<file path="config.mk">
export PLATFORM = sky130hd
export DESIGN_NAME = ss_addsub_accum
export DESIGN_NICKNAME = d
export VERILOG_FILES = /design/src/rtl/ss_addsub_accum.sv
export SDC_FILE = /design/constraint.sdc
export NUM_CORES = 1
export LEC_CHECK = 0
export CAP_MARGIN = 25
export CORE_MARGIN = 2
export CORE_UTILIZATION = 52
export CTS_CLUSTER_SIZE = 40
export DETAILED_ROUTE_END_ITERATION = 10
export PLACE_DENSITY = 0.87
export SLEW_MARGIN = 40
export SYNTH_ARGS = -nofsm -noshare
export SYNTH_HDL_FRONTEND = slang
export SYNTH_SLANG_ARGS = --single-unit
</file>
<file path="constraint.sdc">
create_clock -name CLK -period 7.4 [get_ports CLK]
set_input_delay 2.22 -clock CLK [delete_from_list [all_inputs] [get_ports CLK]]
set_output_delay 2.22 -clock CLK [all_outputs]
set_load 0.03 [all_outputs]
</file>
<file path="src/rtl/ss_addsub_accum.sv">
// Signed N-input stochastic adder/subtractor with a saturating residual accumulator.
// Optional overflow event counter is built only when SS_ADDSUB_OVFCNT_EN is defined.
module ss_addsub_accum #(
  parameter int N        = 6,
  parameter int ACC_W    = 6,
  parameter int OVFCNT_W = 8
) (
  input  logic                CLK,
  input  logic                INIT_N,
  input  logic                CLR,
  input  logic                EN,
  input  logic [N-1:0]        IN,
  input  logic [N-1:0]        SIGN,
  output logic                OUT,
  output logic                SIGN_out,
  output logic                OVF,
  output logic [ACC_W-1:0]    ACC_out,
  output logic [OVFCNT_W-1:0] OVF_CNT
);

  localparam int PW        = $clog2(N + 1);
  localparam int TW        = ACC_W + 1;
  localparam int SAT_MAX_I = (1 << (ACC_W - 1)) - 1;

  localparam logic signed [TW-1:0] SAT_MAX = TW'(SAT_MAX_I);
  localparam logic signed [TW-1:0] SAT_MIN = TW'(-SAT_MAX_I);

  logic [PW-1:0]          pos_cnt;
  logic [PW-1:0]          neg_cnt;
  logic signed [TW-1:0]   t_val;
  logic signed [TW-1:0]   adj_val;
  logic signed [TW-1:0]   sat_val;
  logic                   t_neg;
  logic                   t_zero;
  logic                   clip;

  logic [ACC_W-1:0]       acc_q, acc_d;
  logic                   out_q, out_d;
  logic                   sign_q, sign_d;
  logic                   ovf_q, ovf_d;

  always_comb begin
    pos_cnt = '0;
    neg_cnt = '0;
    for (int i = 0; i < N; i++) begin
      pos_cnt = pos_cnt + PW'(IN[i] & ~SIGN[i]);
      neg_cnt = neg_cnt + PW'(IN[i] & SIGN[i]);
    end
  end

  // One extra bit of headroom keeps ACC + D from wrapping before the clip.
  always_comb begin
    t_val  = {acc_q[ACC_W-1], acc_q} + TW'(pos_cnt) - TW'(neg_cnt);
    t_neg  = t_val[TW-1];
    t_zero = (t_val == '0);
    adj_val = t_neg ? (t_val + TW'(1)) : (t_val - TW'(1));
  end

  always_comb begin
    sat_val = adj_val;
    clip    = 1'b0;
    if (adj_val > SAT_MAX) begin
      sat_val = SAT_MAX;
      clip    = 1'b1;
    end else if (adj_val < SAT_MIN) begin
      sat_val = SAT_MIN;
      clip    = 1'b1;
    end
  end

  always_comb begin
    acc_d  = acc_q;
    out_d  = 1'b0;
    sign_d = sign_q;
    ovf_d  = 1'b0;
    if (CLR) begin
      acc_d  = '0;
      sign_d = 1'b0;
    end else if (EN) begin
      if (t_zero) begin
        acc_d = '0;
      end else begin
        out_d  = 1'b1;
        sign_d = t_neg;
        acc_d  = sat_val[ACC_W-1:0];
        ovf_d  = clip;
      end
    end
  end

  always_ff @(posedge CLK or negedge INIT_N) begin
    if (!INIT_N) begin
      acc_q  <= '0;
      out_q  <= 1'b0;
      sign_q <= 1'b0;
      ovf_q  <= 1'b0;
    end else begin
      acc_q  <= acc_d;
      out_q  <= out_d;
      sign_q <= sign_d;
      ovf_q  <= ovf_d;
    end
  end

`ifdef SS_ADDSUB_OVFCNT_EN
  logic [OVFCNT_W-1:0] cnt_q, cnt_d;

  always_comb begin
    cnt_d = cnt_q;
    if (CLR) begin
      cnt_d = '0;
    end else if (ovf_d && (cnt_q != '1)) begin
      cnt_d = cnt_q + OVFCNT_W'(1);
    end
  end

  always_ff @(posedge CLK or negedge INIT_N) begin
    if (!INIT_N) begin
      cnt_q <= '0;
    end else begin
      cnt_q <= cnt_d;
    end
  end

  assign OVF_CNT = cnt_q;
`else
  assign OVF_CNT = '0;
`endif

  assign OUT      = out_q;
  assign SIGN_out = sign_q;
  assign OVF      = ovf_q;
  assign ACC_out  = acc_q;

endmodule

</file>
==> key figures <==
Layout
  – Number of inserted filler cells in the final layout: ~160
  – Final layout net count: ~300
  – Final design area excluding fillers: 2460 um^2
  – Non-filler cells in the finished layout: about 300
  – Layout area overhead: 54.5%
  – ANT cells: 0
  – Fraction of layout instances using a drive strength above 1: roughly two fifths

Floorplan
  – Total die area: between 3000 and 4000 um^2
  – Area inside the core boundary: between 2000 and 3000 um^2
  – Row Count: 20
  – Horizontal die dimension: roughly 60 um
  – Starting density of the core: roughly 54%
  – # IOs: 33
  – Height of the die: between 50 and 60 um

Setup path
  – Startpoint type of the worst setup path: input port
  – Most prevalent standard cell on the critical path: fa_1
  – Slowest stage delay, CP: about 580 ps
  – Data arrival time of the critical path: 9410 ps
  – Type of the worst setup path: in -> reg
  – Required arrival time at the worst endpoint: approximately 7600 ps
  – Nature of the critical path endpoint: flip-flop
  – Slowest cell on the critical path: fa_1
  – Top fanout value on the critical path: 6

Job
  – Max cap viols: 0

STA
  – Part of the cycle the worst path needs: 125%
  – Fin Clk Skew: between 20 and 30 ps
  – Final hold violation count: 0
  – Final hold slack: around 570 ps
  – Max Clock Freq: around 110 MHz
  – Max-slew violation count: 0
  – Final-report setup violation count: 9
  – Slew at the pin closest to its max-slew limit: ~590 ps
  – Final setup margin: -1850 ps
  – Post-layout minimum cycle time: ~9000 ps
  – Setup repair after global routing missed its margin: yes
  – Relative slew slack: between 60% and 70%

Logic synthesis
  – Mean post-synth cell area: around 8.6 um^2
  – Share of async-settable or async-resettable flops after synthesis: 100%
  – Most area-consuming cells after synthesis: fa_1 16%, dfrtp_1 14%, ha_1 10%
  – Yosys top cell by area: fa_1
  – EDFF count, synth: 0
  – Total of flip-flops plus latches after synthesis: 9
  – Portion of the post-synthesis area used by sequential elements: around 14%
  – Count of distinct cell types in the synthesized netlist: 52
  – Mapped Cells: approximately 190
  – Portion of synthesized cell area occupied by the leading cell type: about 16%
  – Primary FF master, synth: dfrtp_1
  – Yosys warnings: 0
  – Post-synthesis cell area: approximately 1600 um^2

CTS
  – TritonCTS clock tree: yes
  – Root buffer selected by CTS: clkbuf_4
  – Cts hold-fix bufs: 0
  – Clock Pin Slew Worst Setup and Hold Paths: roughly 90 ps
  – # clock sinks: 9
  – Maximum level of the CTS H-tree: 1
  – Insertion delay to the later sink of the worst-skew pair: between 200 and 300 ps
  – Inserted Clock Buffers: 3
  – Clk buf depth: 2

Min path
  – Class of the tightest hold or removal check: reg -> reg

Global routing
  – Met2 usage: 56.2%
  – Met3 Track Usage GR: approximately 4.6%
  – Peak-usage layer in the global routing report: met2
  – Number of global-route vias before repair: 1,744
  – Initial antenna violation count: 0
  – Total routing resource utilization after global routing: roughly 31%
  – Total congestion overflow after global routing: 0
  – Maximum number of pins on one net before global-route repair: 10
  – Met1 layer usage reported by global route: about a third
  – Global-route wire length before repair: just over 8000 um

Placement
  – Placed cell count: 277
  – Count of buffers inserted at the top-level ports: 24
  – Weighted congestion reported at the end of routability-driven placement: 0.890
  – Dpl ws: -1910 ps
  – Total placed instance area: 2170 um^2
  – Detailed placement HPWL: about 3400 um

Detailed routing
  – Remaining DRCs: 0
  – Drt total wl: 6330 um
  – Router iterations before antenna repair: 4
  – Post-DR wirelength/cell: ~21 um
  – Via-per-instance ratio: between 6 and 7
  – Number of DRC markers after the initial detailed-route iteration: 161
  – Number of nets with antenna violations after detailed routing: 0
  – Vias after detailed routing: between 1.5k and 2k

Status
  – Violated checks: setup timing
  – Result of the run: finished with violations
state kept, by name, summed over array words and instances (netlist names):
| name | cells |
|---|---|
| SIGN_out | 1 |
| ACC_out | 6 |
| OVF | 1 |
| OUT | 1 |
cell usage after synthesis (2+ instances only):
cell and n:
nor2_1 11, a211o_2 2, a31oi_1 3, xnor2_1 4, dfrtp_1 9, a21o_1 3, nand2_1 19, a22oi_1 3
nor3_1 3, nor2b_1 2, nand2b_1 7, o31a_1 2, xor2_1 3, nand3_1 5, o21ai_0 2, ha_1 13
a21oi_1 8, buf_4 8, and2_1 6, mux2i_1 4, fa_1 13, inv_1 24, mux2_2 2, or2_2 2
worst max-delay path, delay by kind of cell:
kind,cells,cell delay (ps)
AOI/OAI and AO/OA,7,1610
muxes,2,670
adders and majority gates,9,3560
and+or+nand+nor,3,410
buffers and inverters,9,710
xor gates and xnor gates,1,230
metal layers:
metal	share of wire, %	wire length (um)
met1	37	2350
met5	0	0
met3	4.9	313
met4	7.3	461
met2	51	3200
through the flow:
step	utilization (%)	TNS (ps)
2_1_floorplan	-	-7890
3_3_place_gp	72.9	-13070
3_5_place_dp	72.9	-14510
4_1_cts	79.3	-9390
5_1_grt	82.7	-13830
6_report	82.7	-12330
cell families after synthesis:
family | synth area share, %
AOI/OAI and AO/OA | 19.2
xor gates and xnor gates | 4.87
adders and majority gates | 26.5
buffers and inverters | 10.4
DFF | 14.1
muxes | 3.92
other | 0.235
and+or+nand+nor | 20.8
cells in the final DEF, fill, tap and decap left out, types with 5 or more instances in the layout:
cell,netlist,layout
conb_1,1,8
buf_6,0,12
clkdlybuf4s50_1,0,18
dfrtp_1,9,9
nand2_1,19,15
buf_4,8,40
nor2_1,11,9
ha_1,13,8
inv_1,24,20
a21oi_1,8,6
fa_1,13,12
and2_1,6,5
area by class of cell:
type | count | area, um^2 | area share (%)
Sequential cell | 9 | 225 | 9.15
Timing Repair Buffer | 75 | 651 | 26.4
Multi-Input combinational cell | 149 | 1420 | 57.8
Inverter | 25 | 96.3 | 3.91
Clock buffer | 4 | 26.3 | 1.07
Tap cell | 33 | 41.3 | 1.68
worst paths after layout:
kind                                  from          to  slack (ps)  cells after the start
worst min-delay path              SIGN_out    SIGN_out         570                      2
max in group asynchronous           INIT_N    SIGN_out        4790                      1
worst max-delay path               SIGN[0]  ACC_out[2]       -1850                     31
min in group asynchronous           INIT_N  ACC_out[1]        2260                      1
worst max register to register  ACC_out[2]  ACC_out[2]        1090                     23
worst min register to register    SIGN_out    SIGN_out         570                      2
timing repair:
| action | CTS | global route |
|---|---|---|
| setup buffers | 10 | 5 |
| pin swaps | 28 | 22 |
| setup endpoints to repair | 9 | 9 |
| gates resized for setup | 50 | 15 |
Power is left out: the tool's default activity adds up to more than one toggle a clock period on the data nets, which glitch-free logic cannot reach.
